<file path="src/rtl/dmem_arbiter_pkg.sv">
// Shared constants and helpers for the data-memory arbiter.
package dmem_arbiter_pkg;

  localparam int unsigned MASTER_CPU        = 0;
  localparam int unsigned MASTER_DISP       = 1;
  localparam int unsigned DEF_STARVE_LIMIT  = 4;
  localparam int unsigned DW                = 32;
  localparam int unsigned CNT_W             = 8;

  // Saturating increment for the starvation wait counter.
  function automatic logic [CNT_W-1:0] sat_inc(input logic [CNT_W-1:0] v);
    return (v == {CNT_W{1'b1}}) ? v : v + CNT_W'(1);
  endfunction

endpackage

</file>
<file path="src/rtl/dmem_arbiter.sv">
// Two-master arbiter for the single-ported data memory: CPU has fixed
// priority, the display/DMA engine is force-granted after a bounded wait.
module dmem_arbiter
  import dmem_arbiter_pkg::*;
#(
  parameter int unsigned STARVE_LIMIT = DEF_STARVE_LIMIT,
  parameter int unsigned AW           = 32
) (
  input  logic          clk,
  input  logic          rst,
  input  logic          m0_req,
  input  logic          m0_we,
  input  logic [AW-1:0] m0_addr,
  input  logic [DW-1:0] m0_wd,
  output logic          m0_gnt,
  output logic [DW-1:0] m0_rd,
  output logic          m0_rvalid,
  input  logic          m1_req,
  input  logic          m1_we,
  input  logic [AW-1:0] m1_addr,
  input  logic [DW-1:0] m1_wd,
  output logic          m1_gnt,
  output logic [DW-1:0] m1_rd,
  output logic          m1_rvalid,
  output logic          mem_we,
  output logic [AW-1:0] mem_a,
  output logic [DW-1:0] mem_wd,
  input  logic [DW-1:0] mem_rd
);

  logic [CNT_W-1:0] wait_cnt;
  logic             starve;
  logic             m0_rd_take;
  logic             m1_rd_take;

  // Grant decision and memory port mux; no access executes while in reset.
  always_comb begin
    starve = (wait_cnt >= CNT_W'(STARVE_LIMIT));
    m1_gnt = 1'b0;
    m0_gnt = 1'b0;
    if (!rst) begin
      m1_gnt = m1_req & (~m0_req | starve);
      m0_gnt = m0_req & ~m1_gnt;
    end
    mem_a  = m1_gnt ? m1_addr : m0_addr;
    mem_wd = m1_gnt ? m1_wd   : m0_wd;
    mem_we = (m0_gnt & m0_we) | (m1_gnt & m1_we);
  end

  assign m0_rd_take = m0_gnt & ~m0_we;
  assign m1_rd_take = m1_gnt & ~m1_we;

  // Starvation counter: counts consecutive refused master 1 cycles.
  always_ff @(posedge clk) begin
    if (rst) begin
      wait_cnt <= '0;
    end else if (m1_gnt) begin
      wait_cnt <= '0;
    end else if (m1_req) begin
      wait_cnt <= sat_inc(wait_cnt);
    end else begin
      wait_cnt <= '0;
    end
  end

  // Read-return registers: capture combinational dmem data at the grant edge.
  always_ff @(posedge clk) begin
    if (rst) begin
      m0_rd     <= '0;
      m0_rvalid <= 1'b0;
      m1_rd     <= '0;
      m1_rvalid <= 1'b0;
    end else begin
      m0_rvalid <= m0_rd_take;
      m1_rvalid <= m1_rd_take;
      if (m0_rd_take) m0_rd <= mem_rd;
      if (m1_rd_take) m1_rd <= mem_rd;
    end
  end

endmodule

</file>
<file path="config.mk">
export PLATFORM = sky130hd
export DESIGN_NAME = dmem_arbiter
export DESIGN_NICKNAME = d
export VERILOG_FILES = /design/src/rtl/dmem_arbiter_pkg.sv /design/src/rtl/dmem_arbiter.sv
export SDC_FILE = /design/constraint.sdc
export NUM_CORES = 1
export LEC_CHECK = 0
export CAP_MARGIN = 20
export CELL_PAD_IN_SITES_DETAIL_PLACEMENT = 1
export CELL_PAD_IN_SITES_GLOBAL_PLACEMENT = 2
export CORE_MARGIN = 2
export CORE_UTILIZATION = 16
export CTS_CLUSTER_DIAMETER = 60
export DETAILED_ROUTE_END_ITERATION = 10
export PLACE_DENSITY = 0.81
export SLEW_MARGIN = 25
export SYNTH_ARGS = -nofsm -noshare
export SYNTH_HDL_FRONTEND = slang
export SYNTH_SLANG_ARGS = --single-unit
</file>
<file path="constraint.sdc">
create_clock -name clk -period 2.2 [get_ports clk]
set_clock_uncertainty 0.2 [all_clocks]
set_input_delay 0.33 -clock clk [delete_from_list [all_inputs] [get_ports clk]]
set_output_delay 0.33 -clock clk [all_outputs]
set_load 0.05 [all_outputs]
</file>
After elaboration in Yosys (flattened, before gate mapping)
Index checks and enable logic that the tools add are counted.
{"block": "word_totals", "regBits": 74, "wordCells": 26, "out_inout_bits": 133, "input_bits": 166}
{"block": "op_classes", "mux": 4, "n_eq_ne": 1, "addsub": 1, "order_cmp": 1, "bitwise_logic": 13, "reduce_logical": 1}
{"cell": "$mux W32", "n": 2}
{"cell": "$add A8 B1 Y8 const B", "n": 1}
{"cell": "$eq A8 B8 Y1 const B", "n": 1}
{"cell": "$ge A8 B3 Y1 const B", "n": 1}
{"cell": "$and A1 B1 Y1", "n": 6}
{"cell": "$not A1 Y1", "n": 5}
{"cell": "$reduce_or A3 Y1", "n": 1}
{"cell": "$mux W1", "n": 2}
{"cell": "$or A1 B1 Y1", "n": 2}

Logic depth before layout (Yosys ltp)
Gate-level depths: netlist of the first run.
{"block": "logic_depth", "ltp_word": 8, "depth_mapped": 6, "mapped_depth_nobuf": 4}

Worst setup path before layout of the first run
No wires, ideal clock.
{"block": "synth_timing", "path_kind": "reg2out", "start": "register wait_cnt[4]", "end": "output port mem_we", "required_time_ps": 1670, "n_path_buf": 1, "arrival_ps": 1819, "path_stages_with_launch": 6, "setup_slack_ps": -149, "path_cell_list": "dfxtp_1 -> nor4b_4 -> a21bo_2 -> clkbuf_1 -> nand3_1 -> a21oi_1"}
{"block": "synth_via", "elab_chain_len": 8, "elab_cells_between_ends": 10, "cone_classes": "order compare: 1; mux: 2; bitwise: 7"}
{"element": "from (decl)", "line": "dmem_arbiter.sv:31", "text": "logic [CNT_W-1:0] wait_cnt;"}
{"element": "from (signal assigned)", "line": "dmem_arbiter.sv:60", "text": "wait_cnt <= sat_inc(wait_cnt);"}
{"element": "$ge A8 B3 Y1 *", "line": "dmem_arbiter.sv:38", "text": "starve = (wait_cnt >= CNT_W'(STARVE_LIMIT));"}
{"element": "$or A1 B1 Y1 *", "line": "dmem_arbiter.sv:42", "text": "m1_gnt = m1_req & (~m0_req | starve);"}
{"element": "$and A1 B1 Y1 *", "line": "dmem_arbiter.sv:42"}
{"element": "$not A1 Y1", "line": "dmem_arbiter.sv:43", "text": "m0_gnt = m0_req & ~m1_gnt;"}
{"element": "$and A1 B1 Y1", "line": "dmem_arbiter.sv:43"}
{"element": "$mux W1", "line": "dmem_arbiter.sv:41", "text": "if (!rst) begin"}
{"element": "$and A1 B1 Y1", "line": "dmem_arbiter.sv:47", "text": "mem_we = (m0_gnt & m0_we) | (m1_gnt & m1_we);"}
{"element": "$or A1 B1 Y1 *", "line": "dmem_arbiter.sv:47"}
{"element": "to (decl)", "line": "dmem_arbiter.sv:25", "text": "output logic mem_we,"}
Every way passes the cells marked *; elsewhere a longest branch is shown, timed or not.

Worst setup path in the final report of the first run
{"block": "layout_timing", "start": "register wait_cnt[6]", "end": "output port mem_wd[25]"}
{"block": "layout_via", "elab_chain_len": 5}
{"element": "$ge A8 B3 Y1", "line": "dmem_arbiter.sv:38"}
{"element": "$or A1 B1 Y1", "line": "dmem_arbiter.sv:42"}
{"element": "$and A1 B1 Y1", "line": "dmem_arbiter.sv:42"}
{"element": "$mux W1", "line": "dmem_arbiter.sv:41"}
{"element": "$mux W32", "line": "dmem_arbiter.sv:46", "text": "mem_wd = m1_gnt ? m1_wd : m0_wd;"}
{"element": "to (decl)", "line": "dmem_arbiter.sv:27", "text": "output logic [DW-1:0] mem_wd,"}
No other way between the ends.

==> impl_metrics.tcl, run 1 <==
set metrics [dict create \
    num_vias 4126 \
    grt_max_degree 66 \
    holdCritStartpoint "m1_rd[19]" \
    path_buf_inv 3 \
    final_cell_area_sq_mm 0.007824 \
    whs_ns 0.2467 \
    dp_hpwl_mm 16.93 \
    max_slew.worst_pin.slew_ns 0.5501 \
    period_share_pct 115.3 \
    avgSynthCellArea_sq_um 9.214 \
    wl_per_cell_microns 22.74 \
    p_leak_nw 3.055 \
    yosys-top-cells-count "nand2_1 (97), dfxtp_1 (74), o21ai_0 (59), mux2_4 (49), nand3_1 (34)" \
    status "finished, violations left" \
    vias_per_cell 4.193 \
    netlist_instances 390 \
    die_h_microns 153.9 \
    area_growth_pct 117.7 \
    min_path_cells 2 \
    synthFlopType "dfxtp_1" \
    grt_usage_pct 18.52 \
    crit_required_ns 1.67 \
    crit_family "simple AND/OR/NAND/NOR gates" \
    path_cells "nor4b_4 -> and2_4 -> nor2_4 -> buf_6 -> buf_16 -> mux2_4 -> buf_8" \
    ctsRootBufferMaster "clkbuf_16" \
    slew_violations 0 \
    ant_nets 0 \
    maxCapViolCount 0 \
    rsz0062_at_grt "yes" \
    setup_violations 66 \
    hold_path_class "reg2reg" \
    relSlewSlack_pct 63.21 \
    worst_path_max_delay_cell "dfxtp_2" \
    dpl.cell_count 955 \
    die-area_sq_mm 0.02367 \
    async_flop_share_pct 0 \
    yosys.area.top_type "dfxtp_1" \
    holdPathEnd "m1_rd[19]" \
    clk_pin_slew_worst_paths_ns 0.06 \
    yosys_warnings 0 \
    reg2reg_to "m0_rd[31]" \
    drive_above_1_share_pct 27.98 \
    r2r_cells 7 \
    ys_ff_latch 74 \
    cp_max_fo 5 \
    port-buffer-count 298 \
    fillers 2461 \
    routed_wl_mm 22.37 \
    instances_no_fill 984 \
    rrSetupSlack_ns 0.30 \
    grt_pass1_vias 4437 \
    yosysMostFrequentCell "nand2_1" \
    peakVddDrop_mv 0.3596 \
    ys_types 27 \
    rows 54 \
    worstSetupEndpointType "primary output" \
    drc 0 \
    numCtsBuffers 9 \
    synth_top_area_share_pct 41.23 \
    cp-start-kind "flop" \
    ctsHtreeMaxLevel 3 \
    antenna_found_initial 3 \
    grt_pass1_wl_mm 31.86 \
    synth_seq_area_share_pct 41.23 \
    syn_area_sq_mm 0.003593 \
    clockBufferDepth 2 \
    place_area_sq_mm 0.006872 \
    powerDensity_mw_per_mm2 626.7 \
    core_sq_mm 0.02196 \
    setup_ws_ns -0.3360 \
    clk_latency_ns 0.33 \
    crit_arrival_ns 2.01 \
    fin_crit_ns 2.536 \
    io_pins 299 \
    post-place-ws_ns -0.4253 \
    crit_start "wait_cnt[6]" \
    grt_overflow_total 0 \
    hold_viol 0 \
    post-route-util_pct 35.63 \
    synth_enable_flop_cells 0 \
    place_congestion 0.8255 \
    start_util_pct 16.36 \
    diodes 0 \
    critPathKind "reg2out" \
    worstReg2RegStart "wait_cnt[6]" \
    nets 868 \
    fp.dieW_microns 153.9 \
    slowest_delay_ns 0.33 \
    yosys-top-cells-area "dfxtp_1 (41%), mux2_4 (20%), nand2_1 (10%)" \
    drt-initial-drc-count 168 \
    cts_tree "built" \
    cts_sinks 74 \
    fmax_mhz 394.3 \
    dr.pass1.iters 4 \
    failed_checks "setup timing" \
]
==> how the worst max path moves through the flow <==
stage,to,slack [ns],cells after the start
after global routing,mem_wd[25],-0.39,7
after global placement,mem_a[7],-0.40,7
after floorplan,mem_wd[22],0.11,6
final,mem_wd[25],-0.34,7
after detailed placement,mem_a[7],-0.43,7
after CTS,mem_wd[25],-0.31,7
==> metal layers <==
| metal | part of all wire (%) | vias up | GRT usage (%) | wire (microns) |
|---|---|---|---|---|
| li1 | - | 1936 | - | - |
| met2 | 52 | 178 | 35.03 | 11610 |
| met3 | 8.3 | 14 | 7.215 | 1862 |
| met1 | 38 | 1996 | 19.85 | 8579 |
| met5 | 0.045 | - | 0 | 10 |
| met4 | 1.4 | 2 | 2.626 | 310 |
==> worst min-delay path: cells and delay by family (launching register included) <==
| kind | cells | cell delay (ns) |
|---|---|---|
| AOI/OAI and AO/OA | 1 | 0.05 |
| and+or+nand+nor | 1 | 0.05 |
| DFF | 1 | 0.31 |
==> through the flow <==
stage               power [mW]  setup TNS [ns]
detailed placement       3.016          -29.00
global route             5.093          -21.58
finish                   4.903          -17.28
CTS                      4.971          -16.33
global placement         3.011          -26.85
floorplan                2.288               0
==> where the power goes <==
part | internal, mW | total (mW) | switching, mW
Combinational | 0.782 | 1.72 | 0.935
Sequential | 1.40 | 1.43 | 0.0316
Clock | 1.17 | 1.75 | 0.588
==> placed cells by master, fill, tap and decap left out, types with 2 or more instances in the layout <==
cell type,count
buf_4,15
clkbuf_16,11
mux2_2,14
buf_8,10
a21oi_1,2
bufinv_16,3
dlygate4sd2_1,3
buf_16,6
mux2_4,50
nand2_1,97
nor2_4,2
nand3_1,33
conb_1,5
dfxtp_1,70
clkbuf_8,2
ha_1,2
o21ai_0,59
inv_1,3
buf_12,13
o21ai_1,5
buf_6,54
dfxtp_2,4
clkdlybuf4s50_1,223
nor2_1,2
==> sequential cells by signal, summed over array words and instances (netlist names) <==
signal and count:
m0_rvalid 1, m1_rvalid 1, wait_cnt 8, m1_rd 32
m0_rd 32
==> logic make-up after synthesis <==
group / synth area share, %
flops: 41.23
other cells: 0.1044
simple gates: 17.41
fa+ha+maj: 0.6963
compound gates: 10.03
mux: 25.17
buf+inv: 5.362
==> layout make-up <==
type                    instances  area (sq um)  area share (%)
inverters                       4         15.01          0.1919
well taps                     280         350.3           4.478
clock inverters                 4         98.84           1.263
multi-input cells             285          2016           25.76
clock buffers                  11         252.7           3.230
repair buffers                326          3605           46.07
flip-flops and latches         74          1486           19.00
==> what timing repair did <==
action	in CTS	in global routing
gates resized for setup	92	7
setup buffers	7	2
setup endpoints to repair	67	67
hold buffers	0	0
pin swaps	5	1
cloned	6	2
(Power assumes the default switching activity.)
==> run 2, diff against run 1 <==
CAP_MARGIN = 10   (was 20)
CORE_UTILIZATION = 18   (was 16)
PLACE_DENSITY = 0.89   (was 0.81)
clock period = 3.1 ns   (was 2.2 ns; I/O delays follow)
==> run 2 against run 1 <==
- the run now ends clean
- die area shrank 11%
- critical endpoint is now mem_a[1]
- combinational power shrank 35%
- final cell count shrank 2.3%
- largest power group is now combinational logic
- via count shrank 3.5%
- critical path type is now in2out
- register-to-register slack gained 0.60 ns
- worst hold slack is essentially flat
- highest routed layer unchanged
==> impl_metrics.tcl, run 2 (same netlist as run 1, synthesis figures left out) <==
set metrics [dict create \
    wl_per_cell_microns 22.97 \
    rows 51 \
    grt_overflow_total 0 \
    area_growth_pct 102.1 \
    p_leak_nw 2.805 \
    vias_per_cell 4.142 \
    cts_tree "built" \
    cts_sinks 74 \
    path_cells "clkdlybuf4s50_1 -> nor4b_4 -> and2_1 -> nor2_4 -> buf_12 -> mux2_2 -> buf_12" \
    period_share_pct 96.99 \
    grt_pass1_vias 4142 \
    start_util_pct 18.40 \
    nets 852 \
    slew_violations 0 \
    hold_viol 0 \
    hold_path_class "reg2reg" \
    whs_ns 0.2470 \
    setup_ws_ns 0.09343 \
    cp_max_fo 27 \
    core_sq_mm 0.01953 \
    dr.pass1.iters 4 \
    maxCapViolCount 0 \
    clockBufferDepth 2 \
    num_vias 3980 \
    die-area_sq_mm 0.02111 \
    io_pins 299 \
    powerDensity_mw_per_mm2 437.3 \
    clk_pin_slew_worst_paths_ns 0.06 \
    crit_arrival_ns 2.34 \
    layout_common_cells "clkdlybuf4s50_1 (231), nand2_1 (97), dfxtp_1 (74)" \
    cts_post_setup_buffers_inserted 0 \
    mostFrequentLayoutCell "clkdlybuf4s50_1" \
    cts-hold-fix-buffers 0 \
    instances_no_fill 961 \
    cp-start-kind "input pin" \
    port-buffer-count 298 \
    relSlewSlack_pct 57.05 \
    worstSetupEndpointType "primary output" \
    routed_wl_mm 22.07 \
    ctsRootBufferMaster "clkbuf_16" \
    largestRegisters "m0_rd (32), m1_rd (32), wait_cnt (8)" \
    worst_path_max_delay_cell "clkdlybuf4s50_1" \
    ctsHtreeMaxLevel 3 \
    cts_resized 0 \
    grt_pass1_wl_mm 31.16 \
    clk_latency_ns 0.34 \
    ant_nets 0 \
    max_slew.worst_pin.slew_ns 0.6386 \
    antenna_found_initial 7 \
    setup-tns-final_ns 0 \
    fp.dieW_microns 145.3 \
    grt_max_degree 66 \
    fmax_mhz 332.6 \
    critPathKind "in2out" \
    drt-initial-drc-count 149 \
    dp_hpwl_mm 18.10 \
    slowest_delay_ns 0.45 \
    status "finished, final reports clean" \
    grt_usage_pct 20.53 \
    numCtsBuffers 9 \
    crit_required_ns 2.43 \
    drive_above_1_share_pct 23.95 \
    place_congestion 0.9538 \
    setup_violations 0 \
    drc 0 \
    die_h_microns 145.3 \
    peakVddDrop_mv 0.2583 \
    rsz0062_at_grt "no" \
    post-place-ws_ns 0.06584 \
    fin_crit_ns 3.007 \
    dpl.cell_count 936 \
    crit_path_frequent_cell "buf_12" \
]
## run 2: path summary, 6_finish.rpt
kind,from,end,slack (ns),depth (start not counted)
worst max-delay path,m0_req,mem_a[1],0.09,7
worst min-delay path,m1_rd[16],m1_rd[16],0.25,2
worst max register to register,wait_cnt[7],m0_rd[27],0.90,5
worst min register to register,m1_rd[16],m1_rd[16],0.25,2
## run 2: cell type report
| cell class | instances | area, sq um |
|---|---|---|
| fillers | 2253 | 12260 |
| repair buffers | 310 | 3156 |
| well taps | 265 | 331.6 |
| multi-input cells | 285 | 1968 |
| inverters | 4 | 15.01 |
| flip-flops and latches | 74 | 1481 |
| clock buffers | 10 | 229.0 |
| clock inverters | 6 | 65.06 |
| diodes | 7 | 17.52 |
## run 2: power breakdown
part	internal (mW)	switching (mW)	leakage, nW	total (mW)
sequential	0.994	0.0225	0.605	1.02
clock	0.624	0.414	0.143	1.04
combinational	0.492	0.629	2.06	1.12
## run 2: critical path, delay by kind of cell
kind / cells / cell delay, ns
buffers and inverters: 3 / 0.86
multiplexers: 1 / 0.45
AND/OR/NAND/NOR: 3 / 0.53
## run 2: metrics by stage
stage | total power, mW | instance area (sq um) | util [%]
detailed placement | 2.163 | 6937 | 35.52
finish | 3.176 | 7263 | 37.20
CTS | 3.231 | 7231 | 37.03
floorplan | 1.623 | 3608 | -
global placement | 2.157 | 6937 | 35.52
global route | 3.304 | 7246 | 37.11
## run 2: metal layers
| metal | global-route usage [%] | wire length, microns | vias up |
|---|---|---|---|
| met5 | 0 | 31 | - |
| met4 | 4.804 | 317 | 4 |
| met3 | 9.371 | 2057 | 21 |
| met2 | 37.87 | 11620 | 161 |
| met1 | 21.10 | 8045 | 1879 |
| li1 | - | - | 1915 |
==> variant 1, RTL diff (settings of run 1) <==
Set the package constant `CNT_W` to 6 (it was 8).
--- a/src/rtl/dmem_arbiter_pkg.sv
+++ b/src/rtl/dmem_arbiter_pkg.sv
@@ -5,7 +5,7 @@
   localparam int unsigned MASTER_DISP       = 1;
   localparam int unsigned DEF_STARVE_LIMIT  = 4;
   localparam int unsigned DW                = 32;
-  localparam int unsigned CNT_W             = 8;
+  localparam int unsigned CNT_W             = 6;
 
   // Saturating increment for the starvation wait counter.
   function automatic logic [CNT_W-1:0] sat_inc(input logic [CNT_W-1:0] v);
Behaviour: no difference found for any inputs over 10 cycles, from zero or initial values and one cycle with rst high; that may be too few to reach the edited logic, so the function may still have changed.
==> variant 1 against run 1 <==
The run still ends with setup timing left; non-clock buffer count grew 9; critical path depth shrank 1; synthesized cell count shrank 0.77%; count of clock-buffer cells in the layout is the same; synthesized area grew 3.0%; sequential cell count shrank 2; worst setup slack lost 0.027 ns; design area grew 0.43%; power shrank 5.1%; routed wire length shrank 22%; largest cell class unchanged.
==> variant 1: results (changes against run 1) <==
The flow ran to the end, but the final reports show violations. The relative area of clock buffers and inverters in the final design was 0.0401 (-0.00481); the post-synth design cell area was 3700 sq um (+3.0%). The logs give 2.03 ns (+0.02 ns) for the worst path arrival time and 1.39 mW (-3%) for the sequential group power. Number of DRC markers in iteration 0: 84 (-50%). The number of ordinary and repair buffers in the finished layout came out at 335 (+2.8%).

The total detailed-routing wirelength came out at 17500 um (-22%). The worst hold slack was 0.258 ns (+0.0117 ns); the layout multi-input combinational cell count was 281 (-1.4%). By area the synthesized netlist is led by dfxtp_1, mux2_4, nand2_1, mux2i_1, mux2_2. In this run the critical register-to-register path is captured at m1_rd[29].

The checks that failed: setup timing. Initial antenna violation count: 0 (-3). The largest delay contributor family on the critical path was buffers and inverters. Detailed placer's ending HPWL: 13400 um (-21%).

The logs give 995 (+1.1%) for the post-layout instance count excluding filler cells and 0.18 ns (-0.12 ns) for the minimum setup slack among reg-to-reg paths. The maximum fanout along the worst path is 13 (+8). The run gives -0.363 ns (-0.0266 ns) as the slack of the critical path. The tools report the wire length of the first global-routing pass as 25400 um (-20%).

The logs give 7160 sq um (+4.2%) for the total cell area at the placement stage and 387 (-0.77%) for the instance count of the mapped netlist. The sequential cell area in the final layout is 1450 sq um (-2.6%), and the leakage power of the design is 3.14 nW (+2.9%). Final estimated routing congestion in global placement: 0.753 (-8.8%). The post-cts gate resize count is 70 (-24%), and the delay of the slowest critical-path stage is 0.38 ns (+0.05 ns).

For the pin count of the biggest net entering global routing, the log shows 61 (-7.6%). The end point of the most critical hold path is m1_rd[11]. The run gives 67 (+1.5%) as the final count of negative-setup-slack endpoints.
variant 1: worst max-delay path by stage:
stage                 from    endpoint  slack, ns  depth (start not counted)
2_1_floorplan  wait_cnt[2]  mem_wd[23]     0.0007                          4
3_3_place_gp        m1_req    mem_a[6]      -0.35                          6
3_5_place_dp        m1_req    mem_a[6]      -0.40                          6
4_1_cts        wait_cnt[4]  mem_wd[20]      -0.38                          6
5_1_grt        wait_cnt[4]  mem_wd[17]      -0.43                          6
6_report       wait_cnt[4]  mem_wd[14]      -0.36                          6
variant 1: kinds of logic after synthesis:
logic type,synth area share
adder cells (fa/ha/maj),0.00676
AND/OR/NAND/NOR,0.161
other,0.00101
AO/OA/AOI/OAI,0.0690
multiplexers,0.322
buffers and inverters,0.0504
flip-flops,0.390
variant 1: layer usage:
layer | global-route usage | vias up | wire (um)
li1 | - | 1954 | -
met1 | 0.147 | 1893 | 6710
met2 | 0.256 | 172 | 8810
met3 | 0.0453 | 23 | 1470
met4 | 0.0590 | 0 | 552
met5 | 0 | - | 0
==> variant 2, RTL diff (config.mk and constraints of run 1) <==
Without the edit above. Reset style: asynchronous (`rst`), changed in 2 clocked blocks.
--- a/src/rtl/dmem_arbiter.sv
+++ b/src/rtl/dmem_arbiter.sv
@@ -51,7 +51,7 @@
   assign m1_rd_take = m1_gnt & ~m1_we;
 
   // Starvation counter: counts consecutive refused master 1 cycles.
-  always_ff @(posedge clk) begin
+  always_ff @(posedge clk or posedge rst) begin
     if (rst) begin
       wait_cnt <= '0;
     end else if (m1_gnt) begin
@@ -64,7 +64,7 @@
   end
 
   // Read-return registers: capture combinational dmem data at the grant edge.
-  always_ff @(posedge clk) begin
+  always_ff @(posedge clk or posedge rst) begin
     if (rst) begin
       m0_rd     <= '0;
       m0_rvalid <= 1'b0;
Function: differs if rst is asserted again (counterexample within 4 cycles, from zero or initial values and one cycle with rst high); with rst held inactive, the same outputs for 10 cycles.
==> variant 2 against run 1 <==
The run still ends with setup timing left; power grew 31%; worst setup slack lost 0.38 ns; sequential power grew 26%; sequential cell count is the same; design area grew 9.5%; synthesized area grew 5.1%; routed wire length shrank 13%; critical path type unchanged; largest power group is now combinational cells.
==> variant 2: results (changes against run 1) <==
The flow ran to the end, but the final reports show violations. The checks that failed: setup timing. The logs give 777 (-10%) for the total number of nets in the final design and 0.506 (+0.156) for the combinational cell fraction of total power.

The number of failing hold endpoints at the final stage was 0 (unchanged). The minimum setup slack after placement is -0.830 ns (-0.405 ns), and the areal power density over the cells is 749 nW/um^2 (+20%). The share of layout cells above drive strength 1 works out to 0.445 (+0.165). The XOR/XNOR share of the synthesized area works out to 0.00232 (+0.00232).

The total detailed-routing wirelength is 19500 um (-13%). Number of library cell types mapped by synthesis: 27 (unchanged). The run gives 3671 (-11%) as the detailed-route via count. For this run, the leading register cell type out of synthesis is dfrtp_1.

For the number of DRC markers in iteration 0, the log shows 71 (-58%). The async set or reset register ratio after synthesis works out to 1.00 (+1.00). First-pass detailed-route iteration total: 4 (unchanged). For the detailed placer's ending HPWL, the log shows 13900 um (-18%).

For the leakage power of the design, the log shows 3.70 nW (+21%). The post-synthesis average cell area was 14.1 sq um (+53%). Sorting the synthesized cells by area gives the leading types as dfrtp_1, mux2_2, mux2_4, nor2_1, buf_6.

The pin count of the biggest net entering global routing is 75 (+14%). Ranked by instance count, the synthesized netlist is headed by mux2_2, dfrtp_1, mux2_4, nor2_1, nand2_1. The logs give -0.716 ns (-0.380 ns) for the slack of the critical path and 934 (-5.1%) for the post-layout instance count excluding filler cells. CTS placed an instance of clkbuf_16 at the clock tree root. The overall track demand over capacity in global routing came out at 0.150 (-0.0355). The internal power is 3.82 mW (+14%). The post-placement cell count is 893 (-6.5%).

The largest registers in the layout are m0_rd (32), m1_rd (32), wait_cnt (8). Worst-case reg-to-reg path depth: 7 (unchanged). The clock slew seen by the registers of the worst setup and hold paths came out at 0.06 ns (about the same). The run gives 0.811 (-1.8%) as the final estimated routing congestion in global placement.

The adder-cell area share of the yosys netlist was 0.00663 (-0.000337); the total cell area at the placement stage was 7720 sq um (+12%). For the final count of negative-setup-slack endpoints, the log shows 135 (+100%). The tools report the H-tree depth reported by CTS as 3 (unchanged). The initial antenna violation count is 1 (-2), and the compound-cell area share of the yosys netlist is 0.0119 (-0.0884). The worst slew margin relative to its limit was 0.521 (-0.111).

The maximum fanout along the worst path was 9 (+4); the hold-critical path depth was 1 (-1). The share of power burned in registers is 0.281 (-0.011), and the clock latency on the worst-skew pair is 0.32 ns. The worst IR drop on VDD is 528 uV (+47%), and the post-synthesis net count is 436. The setup total negative slack was -71.80 ns (-54.52 ns).

Number of warnings printed during yosys synthesis: 0 (unchanged). The run gives 2.39 ns (+0.38 ns) as the worst path arrival time. The multiplexer share of the synthesized area came out at 0.416 (+0.164).

The total clock buffers created by CTS is 9 (unchanged). The share of the yosys chip area belonging to registers is 0.490 (+0.0781), and the wire length of the first global-routing pass is 27400 um (-14%). The number of global-route vias before repair is 4270 (-3.8%).
## variant 2: cells by family (layout without fill, tap and decap cells)
group / Yosys count / in the layout
adder cells (fa/ha/maj): 2 / 2
buffers and inverters: 19 / 364
flip-flops: 74 / 74
other: 0 / 1
AND/OR/NAND/NOR: 35 / 36
XOR/XNOR: 1 / 1
multiplexers: 130 / 130
AO/OA/AOI/OAI: 7 / 7
## variant 2: worst paths after layout
kind,from,endpoint,slack [ns]
worst max register to register,wait_cnt[6],m0_rd[13],-0.59
min in group asynchronous,rst,wait_cnt[3],0.52
worst max-delay path,wait_cnt[6],mem_a[19],-0.72
worst min register to register,m1_rd[25],m1_rd[25],0.31
worst min-delay path,m1_rd[25],m1_rd[25],0.31
max in group asynchronous,rst,m0_rd[31],0.74
## variant 2: per-layer routing
layer | track usage | share of wire | vias up
met5 | 0 | 0 | -
met3 | 0.0460 | 0.089 | 11
met4 | 0.0381 | 0.012 | 0
li1 | - | - | 1653
met1 | 0.167 | 0.38 | 1816
met2 | 0.275 | 0.52 | 191
## variant 2: area by class of cell
cell class / count / area (sq um)
fill: 2468 / 14800
multi-input combinational: 176 / 2150
antenna: 1 / 2.50
clock buffer: 9 / 225
inverter: 5 / 22.5
tap: 319 / 399
clock inverter: 7 / 52.6
sequential: 74 / 1850
timing repair buffer: 343 / 3860
## variant 2: critical path, stage by stage (launching register included)
cell and delay [ns]:
dfrtp_1 0.38, or4b_4 0.57, nor4_4 0.17, buf_6 0.18
nor2_4 0.08, buf_6 0.18, mux2_4 0.32, buf_4 0.19
## variant 2: timing repair
| item | CTS | global route |
|---|---|---|
| setup endpoints to repair | 132 | 141 |
| gates cloned | 9 | 2 |
| gates resized for setup | 49 | 20 |
| setup buffers | 7 | 10 |
| pin swaps | 8 | 10 |
